## src/rtl/junction_ctrl_if.sv

```systemverilog
// Signal bundle between the junction controller and the trackside equipment:
// approach requests and occupancy in, lamp drives and status out.
interface junction_ctrl_if;
    logic req_a;
    logic req_b;
    logic occ;
    logic green_a;
    logic yellow_a;
    logic red_a;
    logic green_b;
    logic yellow_b;
    logic red_b;
    logic busy;
    logic fault;

    // Trackside / environment side: drives requests and occupancy, sees lamps.
    modport master (
        output req_a, req_b, occ,
        input  green_a, yellow_a, red_a, green_b, yellow_b, red_b, busy, fault
    );

    // Controller side.
    modport slave (
        input  req_a, req_b, occ,
        output green_a, yellow_a, red_a, green_b, yellow_b, red_b, busy, fault
    );
endinterface

```

## src/rtl/junction_ctrl.sv

```systemverilog
// Junction controller: round-robin grant of a single-track shared section to
// approach A or B, red while occupied, a clearance flush after the train
// leaves, and a sticky fault flag for any entry made without a grant.
module junction_ctrl #(
    parameter int CLEAR_CYCLES = 4
) (
    input  logic            clk,
    input  logic            rstn,
    junction_ctrl_if.slave  jif
);
    localparam int CW = $clog2(CLEAR_CYCLES + 1);
    localparam logic [CW-1:0] CNT_LOAD = CW'(CLEAR_CYCLES - 1);

    typedef enum logic [2:0] {
        S_IDLE    = 3'd0,
        S_GRANT_A = 3'd1,
        S_GRANT_B = 3'd2,
        S_OCC     = 3'd3,
        S_FLUSH   = 3'd4
    } state_t;

    state_t          r_state;
    logic            r_last;   // most recent grant: 0 = A, 1 = B
    logic [CW-1:0]   r_cnt;
    logic            r_fault;

    logic            w_win_a;
    logic            w_win_b;

    // Arbitration winner for the current requests; a tie goes to the approach not granted last.
    always_comb begin
        w_win_a = jif.req_a & (~jif.req_b | r_last);
        w_win_b = jif.req_b & (~jif.req_a | ~r_last);
    end

    // Sequencer: grant, occupancy, clearance flush and fault capture.
    always_ff @(posedge clk) begin
        if (!rstn) begin
            r_state <= S_IDLE;
            r_last  <= 1'b1;
            r_cnt   <= '0;
            r_fault <= 1'b0;
        end else begin
            case (r_state)
                S_IDLE: begin
                    if (jif.occ) begin
                        // Train entered with no grant outstanding.
                        r_state <= S_OCC;
                        r_fault <= 1'b1;
                    end else if (w_win_a) begin
                        r_state <= S_GRANT_A;
                        r_last  <= 1'b0;
                    end else if (w_win_b) begin
                        r_state <= S_GRANT_B;
                        r_last  <= 1'b1;
                    end
                end
                S_GRANT_A: begin
                    if (jif.occ)
                        r_state <= S_OCC;
                    else if (!jif.req_a)
                        r_state <= S_IDLE;
                end
                S_GRANT_B: begin
                    if (jif.occ)
                        r_state <= S_OCC;
                    else if (!jif.req_b)
                        r_state <= S_IDLE;
                end
                S_FLUSH: begin
                    if (jif.occ)
                        r_state <= S_OCC;
                    else if (r_cnt == '0)
                        r_state <= S_IDLE;
                    else
                        r_cnt <= r_cnt - CW'(1);
                end
                default: begin
                    // S_OCC, and any unreachable encoding treated as occupied.
                    if (!jif.occ) begin
                        r_state <= S_FLUSH;
                        r_cnt   <= CNT_LOAD;
                    end else begin
                        r_state <= S_OCC;
                    end
                end
            endcase
        end
    end

    // Lamp decode: green on grant, yellow during flush for the pending winner, red otherwise.
    always_comb begin
        jif.green_a  = 1'b0;
        jif.yellow_a = 1'b0;
        jif.red_a    = 1'b1;
        jif.green_b  = 1'b0;
        jif.yellow_b = 1'b0;
        jif.red_b    = 1'b1;
        case (r_state)
            S_GRANT_A: begin
                jif.green_a = 1'b1;
                jif.red_a   = 1'b0;
            end
            S_GRANT_B: begin
                jif.green_b = 1'b1;
                jif.red_b   = 1'b0;
            end
            S_FLUSH: begin
                if (w_win_a) begin
                    jif.yellow_a = 1'b1;
                    jif.red_a    = 1'b0;
                end
                if (w_win_b) begin
                    jif.yellow_b = 1'b1;
                    jif.red_b    = 1'b0;
                end
            end
            default: ;
        endcase
    end

    assign jif.busy  = (r_state != S_IDLE);
    assign jif.fault = r_fault;

endmodule

```

## src/flat_wrapper.sv

```systemverilog
// flat-port wrapper written by rule: the top's interface ports become plain ports
module junction_ctrl_flat 
#(
    parameter int CLEAR_CYCLES = 4
)
  (clk, rstn, jif_req_a, jif_req_b, jif_occ, jif_green_a, jif_yellow_a, jif_red_a, jif_green_b, jif_yellow_b, jif_red_b, jif_busy, jif_fault);
  junction_ctrl_if jif_i ();
  input  logic clk;
  input  logic rstn;
  input wire logic [$bits(jif_i.req_a)-1:0] jif_req_a;
  input wire logic [$bits(jif_i.req_b)-1:0] jif_req_b;
  input wire logic [$bits(jif_i.occ)-1:0] jif_occ;
  output wire logic [$bits(jif_i.green_a)-1:0] jif_green_a;
  output wire logic [$bits(jif_i.yellow_a)-1:0] jif_yellow_a;
  output wire logic [$bits(jif_i.red_a)-1:0] jif_red_a;
  output wire logic [$bits(jif_i.green_b)-1:0] jif_green_b;
  output wire logic [$bits(jif_i.yellow_b)-1:0] jif_yellow_b;
  output wire logic [$bits(jif_i.red_b)-1:0] jif_red_b;
  output wire logic [$bits(jif_i.busy)-1:0] jif_busy;
  output wire logic [$bits(jif_i.fault)-1:0] jif_fault;
  assign jif_i.req_a = jif_req_a;
  assign jif_i.req_b = jif_req_b;
  assign jif_i.occ = jif_occ;
  assign jif_green_a = jif_i.green_a;
  assign jif_yellow_a = jif_i.yellow_a;
  assign jif_red_a = jif_i.red_a;
  assign jif_green_b = jif_i.green_b;
  assign jif_yellow_b = jif_i.yellow_b;
  assign jif_red_b = jif_i.red_b;
  assign jif_busy = jif_i.busy;
  assign jif_fault = jif_i.fault;
  junction_ctrl #(.CLEAR_CYCLES(CLEAR_CYCLES)) u_core (.clk(clk), .rstn(rstn), .jif(jif_i));
endmodule
```

## config.mk

```make
export PLATFORM = sky130hd
export DESIGN_NAME = junction_ctrl_flat
export DESIGN_NICKNAME = d
export VERILOG_FILES = /design/src/rtl/junction_ctrl_if.sv /design/src/rtl/junction_ctrl.sv /design/src/flat_wrapper.sv
export SDC_FILE = /design/constraint.sdc
export NUM_CORES = 1
export LEC_CHECK = 0
export ABC_AREA = 1
export CELL_PAD_IN_SITES_DETAIL_PLACEMENT = 2
export CELL_PAD_IN_SITES_GLOBAL_PLACEMENT = 2
export CORE_MARGIN = 1
export CORE_UTILIZATION = 25
export CTS_CLUSTER_SIZE = 16
export DETAILED_ROUTE_END_ITERATION = 8
export GPL_TIMING_DRIVEN = 0
export PLACE_DENSITY = 0.8
export SYNTH_ARGS = -nofsm -noshare
export SYNTH_HDL_FRONTEND = slang
export SYNTH_SLANG_ARGS = --single-unit
```

## constraint.sdc

```tcl
create_clock -name clk -period 1.95 [get_ports clk]
set_input_delay 0.4875 -clock clk [delete_from_list [all_inputs] [get_ports clk]]
set_output_delay 0.4875 -clock clk [all_outputs]
set_load 0.01 [all_outputs]
```

==> impl_metrics.yaml <==
run_status:
  status: "finished, final reports clean"
job:
  maxCapViolCount: 0
sta:
  tightest_slew_ps: 309
  rsz0062_at_grt: "false"
  slew_headroom_pct: 79.3
  fmax_mhz: 542
  fin_worst_skew_ps: 0.289
  setup_tns_ps: 0
  finalCritPeriodShare_pct: 94.6
  setup-violations-final: 0
  slew_viol_final: 0
  whs_ps: 450
  layout_setup_ws_ps: 105
  finalHoldViolCount: 0
  period_minus_slack_ps: 1850
clocking:
  insertion_delay_ps: 260
  cts_root_buffer: "clkbuf_4"
  cts_max_level: 1
  cts_hold_buffers: 0
  cts_setup_buffers: 0
  numCtsBuffers: 3
  cts_tree: "done"
  cts_buffer_depth: 2
  cts_sinks: 8
  clkSlewWorstSetupHoldPaths_ps: 50
power:
  power.density_nw_per_um2: 619
  ir_worst_vdd_uv: 276
  p_leak_nw: 0.367
  finalPower_w: 0.000425
placed_design:
  io_buffers: 12
  finalWeightedCongestion: 0.670
  dp_slack_ps: -443
  dp_hpwl_mm: 1.15
synthesis:
  synth.net_count: 82
  synth_common_cells: "20 x nand2_1, 13 x inv_1, 9 x nor2_1"
  synth_ff_type: "dfxtp_1"
  yosysUniqueCellTypes: 16
  synth_edf_count: 0
  synth_top_area_share_pct: 32.3
  synthTopCellsByArea: "dfxtp_1 32%, nand2_1 15%, inv_1 9.8%"
  yosysTopAreaCell: "dfxtp_1"
  ys_async_sr_fraction_pct: 0
  ys_ff_latch: 8
  syn_area_per_cell_sq_um: 6.61
  yosys.cell_count.top_type: "nand2_1"
  syn_area_sq_um: 495
  syn-instance-count: 75
  synth_seq_area_share_pct: 32.3
  ys_warn_count: 0
global_routing:
  grt_usage_pct: 16.5
  grt_max_degree: 7
  grt_pass1_vias: 558
  grt_pass1_wl_mm: 2.41
  overflow: 0
  antenna_found_initial: 0
routing:
  vias: 542
  wirelength_mm: 1.49
  drcViolationCount: 0
  drt_first_pass_iters: 4
  ant_nets: 0
  routedWlPerCell_um: 12.9
  drtIter0Drc: 2
  via_per_inst: 4.71
setup_path:
  crit_fanout: 5
  start_kind: "flop"
  criticalPathCategory: "flop to output pin"
  end_kind: "output pin"
  required_ps: 1460
  crit_path_start: "u_core.r_state[1]$_SDFFE_PN0P_"
  reg2reg_from: "u_core.r_cnt[0]$_SDFFE_PN0P_"
  crit_arrival_ps: 1360
hold_path:
  hp-class: "flop to flop"
  hold_start: "u_core.jif.fault$_SDFFE_PN0P_"
floorplanning:
  die_x_um: 46.5
  core_sq_um: 1780
  io_pins: 13
  start_util_pct: 27.8
  die_y_um: 46.5
  die_area_sq_um: 2160
  fp-row-count: 15
cells_and_area:
  final_util_pct: 38.5
  fin_nets: 99
  layout-drive-gt1-share_pct: 20.0
  syn_to_final_growth_pct: 38.6
  antennaDiodeCount: 0
-- metrics by stage --
step | cells | instance area [sq um]
finish | 115 | 687
global route | 115 | 687
CTS | 115 | 672
detailed placement | 112 | 647
global placement | 112 | 647
floorplan | 75 | 495
-- cell families (layout without fill, tap and decap cells) --
logic type | after synthesis | count (layout) | share of synthesized area (%)
compound gates | 12 | 12 | 15.2
xor+xnor | 1 | 1 | 1.77
fa+ha+maj | 2 | 2 | 5.05
buf+inv | 14 | 29 | 10.6
flops | 8 | 8 | 32.3
simple gates | 38 | 38 | 35.1
-- power by group --
group          switching (W)  leakage (nW)  internal, W
sequential         0.0000108        0.0666     0.000175
combinational      0.0000634         0.287    0.0000466
clock              0.0000589        0.0138    0.0000706
-- registers in the layout (all words and copies together), names as in the netlist --
name,cells
u_core.jif.fault,1
u_core.r_cnt,3
u_core.r_last,1
u_core.r_state,3
-- what timing repair did --
action                                 4_1_cts  5_1_grt
pin swaps                                    0        0
setup endpoints to repair                    7        4
endpoints found under the hold margin        0        0
gates resized for setup                     12        6
-- metal layers --
| metal | routed length [um] | global-route usage (%) | up-vias | share of wire, % |
|---|---|---|---|---|
| li1 | - | - | 263 | - |
| met1 | 651 | 19.2 | 262 | 44 |
| met2 | 746 | 27.8 | 13 | 50 |
| met3 | 48 | 1.18 | 4 | 3.2 |
| met4 | 38 | 12.4 | 0 | 2.6 |
| met5 | 0 | 0 | - | 0 |
-- placed cells by master, fill, tap and decap left out, types with 3 or more instances in the layout --
cell             Yosys  layout
nand2_1             20      20
inv_1               13      13
a21oi_1              7       7
nor2_1               9       7
dfxtp_1              8       5
nand3_1              4       4
dlymetal6s2s_1       0       4
a21oi_2              3       3
clkbuf_4             0       3
clkdlybuf4s50_1      0       3
dlygate4sd2_1        0       3
dfxtp_2              0       3
-- critical path: stages (launching register included) --
cell,delay (ps)
dfxtp_2,350
nor2_4,170
nand2_4,100
a21oi_1,160
nor2_1,50
dlygate4sd2_1,280
-- worst paths after layout --
kind                            slack [ps]                       endpoint  cells past startpoint
worst min register to register         450  u_core.jif.fault$_SDFFE_PN0P_                      2
worst min-delay path                   450  u_core.jif.fault$_SDFFE_PN0P_                      2
worst max-delay path                   100                      jif_red_a                      5
worst max register to register         590   u_core.r_cnt[0]$_SDFFE_PN0P_                      8
-- cell type report --
| type | instances | area [sq um] |
|---|---|---|
| fillers | 233 | 1100 |
| multi-input cells | 53 | 288 |
| flip-flops and latches | 8 | 164 |
| repair buffers | 12 | 129 |
| inverters | 14 | 52.6 |
| well taps | 25 | 31.3 |
| clock buffers | 3 | 22.5 |
Note: power is estimated with default switching activity, not from simulation.
